<file path="src/rtl/lcd_write_arbiter.sv">
// rtl/lcd_write_arbiter.sv - round-robin arbiter sharing a character LCD write bus
//
// Ports:
//   clk, rst       - system clock, synchronous active-high reset
//   init_done      - LCD init sequence complete; new grants only while high
//   req            - per-requester level request, held until ack
//   req_addr       - packed 7-bit DDRAM addresses, requester i at [7i+6:7i]
//   req_char       - packed 8-bit character codes, requester i at [8i+7:8i]
//   ack            - one-hot, one-cycle pulse when a request is captured
//   busy           - high from the cycle after ack until the return to IDLE
//   RS, RW, E, data - LCD bus (RW tied low, write only)
module lcd_write_arbiter #(
  parameter int N_REQ          = 3,
  parameter int SETUP_CYCLES   = 3,
  parameter int E_PULSE_CYCLES = 25,
  parameter int WAIT_CYCLES    = 2500
) (
  input  logic               clk,
  input  logic               rst,
  input  logic               init_done,
  input  logic [N_REQ-1:0]   req,
  input  logic [N_REQ*7-1:0] req_addr,
  input  logic [N_REQ*8-1:0] req_char,
  output logic [N_REQ-1:0]   ack,
  output logic               busy,
  output logic               RS,
  output logic               RW,
  output logic               E,
  output logic [7:0]         data
);

  localparam int PW    = (N_REQ > 1) ? $clog2(N_REQ) : 1;
  localparam int MAX_A = (SETUP_CYCLES > E_PULSE_CYCLES) ? SETUP_CYCLES : E_PULSE_CYCLES;
  localparam int MAX_C = (MAX_A > WAIT_CYCLES) ? MAX_A : WAIT_CYCLES;
  localparam int CW    = $clog2(MAX_C + 1);

  localparam logic [CW-1:0] S_LOAD = CW'(SETUP_CYCLES - 1);
  localparam logic [CW-1:0] P_LOAD = CW'(E_PULSE_CYCLES - 1);
  localparam logic [CW-1:0] W_LOAD = CW'(WAIT_CYCLES - 1);

  typedef enum logic [2:0] {
    IDLE, A_SETUP, A_PULSE, A_WAIT, D_SETUP, D_PULSE, D_WAIT
  } state_t;

  state_t        state;
  logic [CW-1:0] cnt;
  logic [PW-1:0] ptr;
  logic [6:0]    cur_addr;
  logic [7:0]    cur_char;
  logic [6:0]    shadow;
  logic          shadow_valid;

  logic          gnt_found;
  logic [PW-1:0] gnt_idx;

  assign RW = 1'b0;

  // DDRAM cursor after a write: line 1 ends at 0x27, line 2 ends at 0x67.
  function automatic logic [6:0] next_addr(input logic [6:0] a);
    if (a == 7'h27)      return 7'h40;
    else if (a == 7'h67) return 7'h00;
    else                 return a + 7'd1;
  endfunction

  function automatic logic addr_legal(input logic [6:0] a);
    return !((a >= 7'h28 && a <= 7'h3F) || a >= 7'h68);
  endfunction

  // Scan downward in offset so the smallest offset from ptr wins.
  always_comb begin
    gnt_found = 1'b0;
    gnt_idx   = '0;
    for (int i = N_REQ - 1; i >= 0; i--) begin
      if (req[(int'(ptr) + i) % N_REQ]) begin
        gnt_found = 1'b1;
        gnt_idx   = PW'((int'(ptr) + i) % N_REQ);
      end
    end
  end

  always_ff @(posedge clk) begin
    if (rst) begin
      state        <= IDLE;
      cnt          <= '0;
      ptr          <= '0;
      cur_addr     <= '0;
      cur_char     <= '0;
      shadow       <= '0;
      shadow_valid <= 1'b0;
      ack          <= '0;
      busy         <= 1'b0;
      RS           <= 1'b0;
      E            <= 1'b0;
      data         <= 8'h00;
    end else begin
      ack <= '0;
      case (state)
        IDLE: begin
          if (ack != '0) begin
            // Ack cycle: launch the first phase; skip the address command
            // when the LCD cursor already points at the captured address.
            busy <= 1'b1;
            cnt  <= S_LOAD;
            if (shadow_valid && cur_addr == shadow) begin
              state <= D_SETUP;
              RS    <= 1'b1;
              data  <= cur_char;
            end else begin
              state <= A_SETUP;
              RS    <= 1'b0;
              data  <= {1'b1, cur_addr};
            end
          end else if (init_done && gnt_found) begin
            ack[gnt_idx] <= 1'b1;
            cur_addr     <= req_addr[7*gnt_idx +: 7];
            cur_char     <= req_char[8*gnt_idx +: 8];
            ptr          <= (gnt_idx == PW'(N_REQ - 1)) ? '0 : gnt_idx + 1'b1;
          end
        end

        A_SETUP, D_SETUP: begin
          if (cnt == '0) begin
            state <= (state == A_SETUP) ? A_PULSE : D_PULSE;
            cnt   <= P_LOAD;
            E     <= 1'b1;
          end else begin
            cnt <= cnt - CW'(1);
          end
        end

        A_PULSE, D_PULSE: begin
          if (cnt == '0) begin
            state <= (state == A_PULSE) ? A_WAIT : D_WAIT;
            cnt   <= W_LOAD;
            E     <= 1'b0;
          end else begin
            cnt <= cnt - CW'(1);
          end
        end

        A_WAIT: begin
          if (cnt == '0) begin
            state <= D_SETUP;
            cnt   <= S_LOAD;
            RS    <= 1'b1;
            data  <= cur_char;
          end else begin
            cnt <= cnt - CW'(1);
          end
        end

        D_WAIT: begin
          if (cnt == '0) begin
            state        <= IDLE;
            busy         <= 1'b0;
            shadow       <= next_addr(cur_addr);
            shadow_valid <= addr_legal(cur_addr);
          end else begin
            cnt <= cnt - CW'(1);
          end
        end

        default: state <= IDLE;
      endcase
    end
  end

endmodule

</file>
<file path="config.mk">
export PLATFORM = sky130hd
export DESIGN_NAME = lcd_write_arbiter
export DESIGN_NICKNAME = d
export VERILOG_FILES = /design/src/rtl/lcd_write_arbiter.sv
export SDC_FILE = /design/constraint.sdc
export NUM_CORES = 1
export LEC_CHECK = 0
export ABC_AREA = 1
export CAP_MARGIN = 30
export CORE_ASPECT_RATIO = 1.1
export CORE_MARGIN = 3
export CORE_UTILIZATION = 45
export CTS_CLUSTER_DIAMETER = 50
export CTS_CLUSTER_SIZE = 12
export DETAILED_ROUTE_END_ITERATION = 12
export GPL_ROUTABILITY_DRIVEN = 0
export PLACE_DENSITY = 0.8
export REMOVE_ABC_BUFFERS = 1
export SETUP_SLACK_MARGIN = 0.3
export SLEW_MARGIN = 10
export SYNTH_ARGS = -nofsm -noshare
export SYNTH_HDL_FRONTEND = slang
export SYNTH_SLANG_ARGS = --single-unit
</file>
<file path="constraint.sdc">
create_clock -name clk -period 2.17 [get_ports clk]
set_input_delay 0.434 -clock clk [delete_from_list [all_inputs] [get_ports clk]]
set_output_delay 0.434 -clock clk [all_outputs]
set_load 0.01 [all_outputs]
</file>
=== After elaboration in Yosys (flattened, before gate mapping) ===
Cells that the tools add are included.

* Add/sub/neg operators: 5
* Multiply operators: 1
* Div/mod/pow operators: 3
* Order comparisons: 8
* Equal/unequal tests: 16
* Shift-type cells: 2
* Muxes and demuxes: 47
* Bitwise gates (word level): 3
* Reductions and logical operators: 23

{| class="wikitable"
|+ Operator list
! cell !! number
|-
| 32-bit by 4-bit less-than comparator with 1-bit output, second input constant || 3
|-
| 32-bit by 3-bit modulo with 32-bit output, second input constant || 2
|-
| 12-bit two-way mux || 5
|-
| 12-bit one-hot mux with 5 select lines || 1
|-
| 3-bit by 3-bit modulo with 32-bit output, second input constant || 1
|-
| 3-bit two-way mux || 8
|-
| 8-bit two-way mux || 3
|-
| 24-bit by 6-bit variable part select with 8-bit output || 1
|-
| 21-bit by 6-bit variable part select with 7-bit output || 1
|-
| 8-bit one-hot mux with 2 select lines || 1
|-
| 1-bit two-way mux || 15
|-
| 3-bit one-hot mux with 5 select lines || 1
|-
| 3-bit AND reduction || 5
|-
| 7-bit two-way mux || 2
|-
| 12-bit zero test || 1
|-
| 2-bit inequality test, second input constant || 6
|-
| 12-bit by 1-bit subtractor with 12-bit output, second input constant || 1
|-
| 3-bit equality test, second input constant || 3
|-
| 2-bit two-way mux || 4
|-
| 7-bit by 1-bit adder with 7-bit output, second input constant || 1
|-
| 7-bit by 6-bit equality test with 1-bit output, second input constant || 1
|-
| 7-bit equality test || 1
|-
| 7-bit equality test, second input constant || 1
|-
| 7-bit by 6-bit greater-or-equal comparator with 1-bit output, second input constant || 1
|-
| 26 further kinds || 39
|}

* Register bits after elaboration: 54
* Input port bits: 51
* Output and inout port bits: 15
* Logic and storage cells: 120

=== Longest topological paths before layout ===
Gate-level depths: netlist of the first run.

* Depth after elaboration: 12
* Mapped depth: 16
* Depth with buffers taken out: 15

=== Worst setup path after synthesis of the first run ===
No wires, ideal clock.

* Path kind: register to register
* Start: register ptr[0]
* End: register cur_addr[0]
* Setup time: 0.109 ns
* Arrival: 1.637 ns
* Data required time: 2.061 ns
* Path slack: 0.424 ns
* Stages on the path, launching flop included: 17
* Path buffers: 1
* Clock period less this slack: 1.746 ns
* Cell sequence: dfxtp_1 inv_1 ha_1 inv_2 nand2_1 nand3_1 nand2_1 inv_1 nand2_1 nand2_1 nand2_2 inv_2 buf_2 nand2_1 nand3_1 nand2_1 inv_1

* Longest elaborated chain between the ends: 10
* Elaborated cells between the ends (all ways): 24
* Those cells by class: 2 x add/sub; 1 x mul; 3 x div; 1 x shift; 15 x mux; 2 x reduce/logical

{| class="wikitable"
|+ RTL lines
! element !! line !! RTL
|-
| from (decl) || 47 || <nowiki>logic [PW-1:0] ptr;</nowiki>
|-
| from (signal assigned) || 117 || <nowiki>ptr <= (gnt_idx == PW'(N_REQ - 1)) ? '0 : gnt_idx + 1'b1;</nowiki>
|-
| 2-bit by 2-bit adder with 3-bit output || 74, 76 ||
|-
| 32-bit by 3-bit modulo with 32-bit output || 74, 76 ||
|-
| 1-bit binary-select mux with 2-bit select || 74 || <nowiki>if (req[(int'(ptr) + i) % N_REQ]) begin</nowiki>
|-
| 1-bit two-way mux (implied by the code) (2 in a row) || 74 ||
|-
| 2-bit two-way mux / 1-bit two-way mux (equally long branches) (3 in a row) || 74 ||
|-
| 3-bit by 2-bit multiplier with 5-bit output / 1-bit logical AND (equally long branches) || 115, 113 ||
|-
| 21-bit by 6-bit variable part select with 7-bit output / 3-bit AND reduction (equally long branches) || n/a ||
|-
| to (signal assigned) || 115 || <nowiki>cur_addr <= req_addr[7*gnt_idx +: 7];</nowiki>
|-
| to (decl) || 48 || <nowiki>logic [6:0] cur_addr;</nowiki>
|}

Several ways; a longest one is shown, not always the timed one. The select of a mux whose other input is x is not followed.
A chain may end at the register's enable or synchronous reset.

=== Final worst setup path of the first run ===
* Start: register ptr[0]
* End: register cur_addr[3]

Same word-level chain as after synthesis.

==> flow_metrics.env, run 1 <==
export IMPL_status="complete, no violations"
export IMPL_p_clk_share_pct=8.6
export IMPL_fin_util_pct=62.7
export IMPL_ys_ff_latch=54
export IMPL_power_density_mw_per_mm2=1570
export IMPL_num_vias=3543
export IMPL_nets=654
export IMPL_rsz0062_at_grt="true"
export IMPL_synthDistinctLibCells=36
export IMPL_dpl_cell_count=666
export IMPL_tritoncts="yes"
export IMPL_synthFlopType="dfxtp_1"
export IMPL_switchingPower_mw=3.41
export IMPL_first_global_vias=3297
export IMPL_antenna_found_initial=0
export IMPL_power_leakage_nw=2.04
export IMPL_coreArea_mm2=0.00713
export IMPL_syn2layout_area_growth_pct=32.8
export IMPL_hold_class="flop to flop"
export IMPL_final_hold_viol_count=0
export IMPL_cts_buffers=5
export IMPL_cts_root_buf="clkbuf_8"
export IMPL_pwr_share_comb_pct=67.7
export IMPL_period_share_pct=83.9
export IMPL_r2r_start="ptr[0]"
export IMPL_fmax_mhz=549
export IMPL_syn_area_per_cell_um2=6.39
export IMPL_drc_errors=0
export IMPL_r2r_cells=14
export IMPL_worstPathMaxFanout=16
export IMPL_switching_share_pct=48.7
export IMPL_clk_pin_slew_ns=0.10
export IMPL_hold_path_cell_count=2
export IMPL_postRouteAntennaNets=0
export IMPL_cts_htree_levels=2
export IMPL_vias_per_cell=5.18
export IMPL_drive_gt1_share_pct=13.7
export IMPL_clock_skew_ns=0.00928
export IMPL_first_pass_iters=4
export IMPL_yosys_warnings=0
export IMPL_async_flop_share_pct=0
export IMPL_endpoint_kind="flop"
export IMPL_hpwl_um=6080
export IMPL_setup_worst_path_class="flop to flop"
export IMPL_wire_per_inst_um=12.7
export IMPL_grt_overflow=0
export IMPL_diodes=0
export IMPL_crit_required_ns=2.39
export IMPL_cts_path_max_buffers=2
export IMPL_p_int_mw=3.60
export IMPL_maxCapViolCount=0
export IMPL_crit_end="cur_addr[3]"
export IMPL_die_y_um=96.7
export IMPL_die_area_mm2=0.00856
export IMPL_start_util_pct=47.3
export IMPL_initialDrtViolationCount=174
export IMPL_routed_wl_um=8720
export IMPL_grt_max_degree=38
export IMPL_grt_usage_pct=19.8
export IMPL_synth_cells=527
export IMPL_cts_sinks=54
export IMPL_seqPwrFrac_pct=23.6
export IMPL_ys_seq_area_share_pct=32.1
export IMPL_setup_worst_path_start_class="flop"
export IMPL_fin_crit_ns=1.82
export IMPL_r2r_end="cur_addr[3]"
export IMPL_clk_latency_ns=0.32
export IMPL_peakVddDrop_mv=0.992
export IMPL_arrival_ns=2.04
export IMPL_finalSetupViolations=0
export IMPL_fin_cells=684
export IMPL_num_rows=32
export IMPL_grt_pass1_wl_um=14300
export IMPL_syn_area_mm2=0.00337
export IMPL_port_buffers=64
export IMPL_io_pins=66
export IMPL_fp_dieW_um=88.5
export IMPL_rrSetupSlack_ns=0.35
export IMPL_slew_viol_final=0
export IMPL_synth_edff_count=0
export IMPL_crit_start="ptr[0]"
[how the worst min path moves through the flow]
stage	start	to	slack (ns)
after floorplan	shadow_valid	shadow_valid	0.44
after global placement	E	E	0.45
after detailed placement	E	E	0.46
after CTS	shadow[1]	shadow[1]	0.48
after global routing	cur_char[7]	data[7]	0.50
final	E	E	0.48
[cell families (layout without fill, tap and decap cells)]
kind of cell	Yosys count	after routing	synth area share, %
simple gates	277	277	37.4
fa+ha+maj	5	5	1.86
buf+inv	99	171	12.3
other cells	1	1	0.111
flops	54	54	32.1
xor+xnor	13	13	3.38
compound gates	78	78	12.8
[metrics by stage]
stage          hold WS (ns)  worst slack [ns]  total power [mW]  area (µm²)  setup TNS, ns
5_1_grt               0.501             0.197              7.65        4470              0
6_report              0.477             0.350              7.01        4470              0
4_1_cts               0.480             0.313              6.29        4230              0
3_5_place_dp          0.462            -0.108              5.58        4090          -1.04
3_3_place_gp          0.454            0.0408              5.47        4090              0
2_1_floorplan         0.437             0.410              4.42        3270              0
[power groups by stage]
| stage | clock, mW | sequential [mW] | combinational [mW] |
|---|---|---|---|
| after global placement | 0 | 1.64 | 3.83 |
| final | 0.605 | 1.66 | 4.75 |
| after global routing | 0.663 | 1.70 | 5.29 |
| after detailed placement | 0 | 1.65 | 3.93 |
| after CTS | 0.625 | 1.64 | 4.03 |
| after floorplan | 0 | 1.63 | 2.79 |
[worst max-delay path, cell delays in order, from the launching register on]
cell	delay (ns)
dfxtp_4	0.39
inv_2	0.05
ha_4	0.30
inv_4	0.05
nand2_1	0.06
nand3_2	0.07
nand2_2	0.09
nor2_1	0.05
nand2_2	0.08
nand2_4	0.08
buf_12	0.16
a21oi_1	0.13
nand3_1	0.10
nand2_1	0.08
inv_1	0.04
[registers in the layout, indices dropped and copies added, names as in the netlist, 2 cells and up]
register	flops
ack	3
data	8
shadow	7
cur_addr	7
state	3
ptr	2
cur_char	8
cnt	12
[metal layers]
layer | track usage, % | share of wire (%)
met1 | 25.4 | 42
met2 | 33.8 | 51
met3 | 2.98 | 4.6
met4 | 5.93 | 2.0
met5 | 0 | 0
[synth_stat cells (all sizes together), types with 2 or more instances]
cell type | instances | share of area, %
a21oi | 58 | 9.4
nand2 | 129 | 15
nand3 | 87 | 14
clkbuf | 4 | 0.45
dfxtp | 54 | 32
ha | 5 | 1.9
buf | 11 | 2.5
o211ai | 2 | 0.45
inv | 83 | 9.2
xnor2 | 6 | 1.6
nor3 | 4 | 0.74
a211oi | 2 | 0.45
nand4 | 4 | 0.74
xor2 | 7 | 1.8
o21ai | 14 | 2.1
nor2 | 51 | 6.6
[layout by cell type, fill, tap and decap left out, types with 3 or more instances in the layout]
| cell | count |
|---|---|
| clkdlybuf4s50_1 | 63 |
| nand3_1 | 80 |
| nand2_4 | 3 |
| nand2_1 | 114 |
| o21ai_0 | 12 |
| xor2_1 | 7 |
| clkbuf_8 | 5 |
| nor3_1 | 3 |
| dfxtp_1 | 52 |
| ha_4 | 3 |
| a21oi_2 | 4 |
| inv_2 | 10 |
| nor2_1 | 40 |
| buf_12 | 4 |
| inv_1 | 70 |
| nand3_2 | 4 |
| a21oi_1 | 52 |
| xnor2_1 | 6 |
| buf_4 | 8 |
| nand3_4 | 3 |
| nand2_2 | 10 |
| nand4_1 | 4 |
| nor2_2 | 9 |
[final cells by class]
class,count,area [µm²]
inverters,84,325
repair buffers,79,845
well taps,85,106
multi-input cells,374,2010
flip-flops and latches,54,1090
clock buffers,5,68.8
clock inverters,3,28.8
fillers,624,2660
[what timing repair did]
| action | CTS | global route |
|---|---|---|
| pin swaps | 0 | 6 |
| endpoints found under the setup margin | 20 | 38 |
| gates cloned | 0 | 3 |
| buffers inserted | 0 | 7 |
| resized for setup | 8 | 32 |
| hold buffers | 0 | 0 |
Power figures use the tool's default switching activity.
==> run 2: changes to the inputs <==
--- a/config.mk
+++ b/config.mk
@@ -14,7 +14,7 @@
 export CTS_CLUSTER_SIZE = 12
 export DETAILED_ROUTE_END_ITERATION = 12
 export GPL_ROUTABILITY_DRIVEN = 0
-export PLACE_DENSITY = 0.8
+export PLACE_DENSITY = 0.83
 export REMOVE_ABC_BUFFERS = 1
 export SETUP_SLACK_MARGIN = 0.3
 export SLEW_MARGIN = 10
==> constraint.sdc (replaced) <==
create_clock -name clk -period 1.57 [get_ports clk]
set_input_delay 0.314 -clock clk [delete_from_list [all_inputs] [get_ports clk]]
set_output_delay 0.314 -clock clk [all_outputs]
set_load 0.01 [all_outputs]
==> run 2 against run 1 <==
Against the previous run:
- the flow now finishes with violations (setup timing)
- highest routed layer unchanged
- first-iteration DRC count grew 60%
- die area is the same
- global-route usage grew 6.9 points
- largest cell class unchanged
- critical endpoint is now cur_char[1]
- critical path type unchanged
==> flow_metrics.env, run 2 (synthesis gave the netlist of run 1 again) <==
export IMPL_io_pins=66
export IMPL_period_share_pct=128
export IMPL_seqPwrFrac_pct=16.8
export IMPL_clk_latency_ns=0.32
export IMPL_syn2layout_area_growth_pct=67.2
export IMPL_clk_pin_slew_ns=0.12
export IMPL_fp_dieW_um=88.5
export IMPL_crit_start="ptr[0]"
export IMPL_wire_per_inst_um=17.8
export IMPL_pwr_share_comb_pct=77.2
export IMPL_coreArea_mm2=0.00713
export IMPL_diodes=0
export IMPL_use_met3_pct=5.03
export IMPL_totalPowerFinal_mw=14.1
export IMPL_cts_buffers=5
export IMPL_reg_top3="cnt (12), cur_char (8), data (8)"
export IMPL_fmax_mhz=498
export IMPL_tritoncts="yes"
export IMPL_first_pass_iters=5
export IMPL_whs_ns=0.474
export IMPL_grt_usage_pct=26.7
export IMPL_die_area_mm2=0.00856
export IMPL_postRouteAntennaNets=0
export IMPL_p_int_mw=7.18
export IMPL_drive_gt1_share_pct=41.5
export IMPL_power_leakage_nw=2.55
export IMPL_hold_class="flop to flop"
export IMPL_vias_per_cell=5.79
export IMPL_dpl_cell_count=708
export IMPL_grt_overflow=0
export IMPL_port_buffers=64
export IMPL_power_density_mw_per_mm2=2500
export IMPL_grt_busiest_layer="met2"
export IMPL_clock_skew_ns=0.0159
export IMPL_setup_worst_path_class="flop to flop"
export IMPL_r2r_end="cur_char[1]"
export IMPL_regMostFlops="cnt"
export IMPL_finalSetupViolations=53
export IMPL_switchingPower_mw=6.89
export IMPL_nets=717
export IMPL_largest_register_ffs=12
export IMPL_grt_pass1_wl_um=18700
export IMPL_p_clk_share_pct=6.0
export IMPL_grt_use_met2_pct=48.6
export IMPL_final_hold_viol_count=0
export IMPL_cts_path_max_buffers=2
export IMPL_crit_required_ns=1.85
export IMPL_violations="setup timing"
export IMPL_r2r_cells=14
export IMPL_status="finished, violations left"
export IMPL_setup_tns_ns=-10.42
export IMPL_cts_root_buf="clkbuf_8"
export IMPL_endpoint_kind="flop"
export IMPL_r2r_start="ptr[0]"
export IMPL_die_y_um=96.7
export IMPL_cts_htree_levels=2
export IMPL_maxCapViolCount=0
export IMPL_final_common_cell="nand2_1"
export IMPL_rrSetupSlack_ns=-0.44
export IMPL_hpwl_um=6820
export IMPL_worst_slack_ns=-0.437
export IMPL_first_global_vias=4255
export IMPL_rsz0062_at_grt="true"
export IMPL_antenna_found_initial=0
export IMPL_grt_util_met1_pct=27.5
export IMPL_fin_crit_ns=2.01
export IMPL_arrival_ns=2.29
export IMPL_drc_errors=0
export IMPL_switching_share_pct=49.0
export IMPL_worstPathMaxFanout=8
export IMPL_start_util_pct=47.3
export IMPL_num_rows=32
export IMPL_cts_sinks=54
export IMPL_setup_worst_path_start_class="flop"
export IMPL_fin_cells=747
export IMPL_slew_viol_final=0
export IMPL_final_cell_mix="nand2_1 (86), inv_1 (62), nand3_1 (58), clkdlybuf4s50_1 (50), buf_4 (46)"
export IMPL_routed_wl_um=13300
export IMPL_grt_max_degree=21
export IMPL_crit_end="cur_char[1]"
export IMPL_peakVddDrop_mv=1.76
export IMPL_initialDrtViolationCount=278
export IMPL_num_vias=4327
==> run 2: what timing repair did <==
action / CTS / global route
pin swaps: 32 / 31
cloned: 5 / 1
gates resized for setup: 167 / 96
hold buffers: 0 / 0
setup endpoints to repair: 68 / 65
buffers inserted: 14 / 11
==> run 2: layer usage <==
| metal | part of all wire [%] | vias up |
|---|---|---|
| met5 | 0 | - |
| met4 | 7.1 | 0 |
| met3 | 7.2 | 116 |
| met2 | 52 | 291 |
| met1 | 34 | 1978 |
| li1 | - | 1942 |
==> run 2: stage by stage <==
| stage | cell area, µm² | utilization (%) | setup slack, ns |
|---|---|---|---|
| 2_1_floorplan | 3270 | - | -0.190 |
| 3_3_place_gp | 4440 | 62.4 | -0.290 |
| 3_5_place_dp | 4440 | 62.4 | -0.401 |
| 4_1_cts | 5250 | 73.7 | -0.216 |
| 5_1_grt | 5630 | 79.0 | -0.492 |
| 6_report | 5630 | 79.0 | -0.437 |
==> run 2: area by class of cell <==
cell class	count	area, µm²
multi-input cells	374	2520
clock buffers	5	68.8
well taps	85	106
repair inverters	1	8.76
flip-flops and latches	54	1110
fillers	411	1500
clock inverters	3	28.8
repair buffers	141	1450
inverters	84	340
==> run 2: power by group through the flow <==
stage          Sequential (mW)  Clock (mW)  Combinational [mW]
3_3_place_gp              2.21           0                6.36
5_1_grt                   2.41       0.903                11.5
3_5_place_dp              2.23           0                6.56
4_1_cts                   2.26       0.848                8.86
6_report                  2.36       0.849                10.9
2_1_floorplan             2.26           0                3.85
==> run 2: worst max-delay path, stage by stage, from the launching register on <==
cell and delay [ns]:
dfxtp_4 0.38, inv_2 0.05, ha_4 0.30, inv_4 0.06, nand2_2 0.06, nand3_2 0.08, nand2_2 0.11, nor2_2 0.05
nand2_2 0.09, nand2_4 0.11, buf_12 0.17, clkbuf_16 0.16, a21oi_1 0.19, nand2_1 0.10, inv_1 0.06
==> run 2: worst min path at each step <==
stage                 start            to  slack, ns  depth (start not counted)
3_3_place_gp   shadow_valid  shadow_valid       0.45                          2
6_report          shadow[1]     shadow[1]       0.47                          2
3_5_place_dp   shadow_valid  shadow_valid       0.46                          2
5_1_grt                  RS            RS       0.49                          2
4_1_cts        shadow_valid  shadow_valid       0.47                          2
2_1_floorplan           rst            RS       0.38                          1
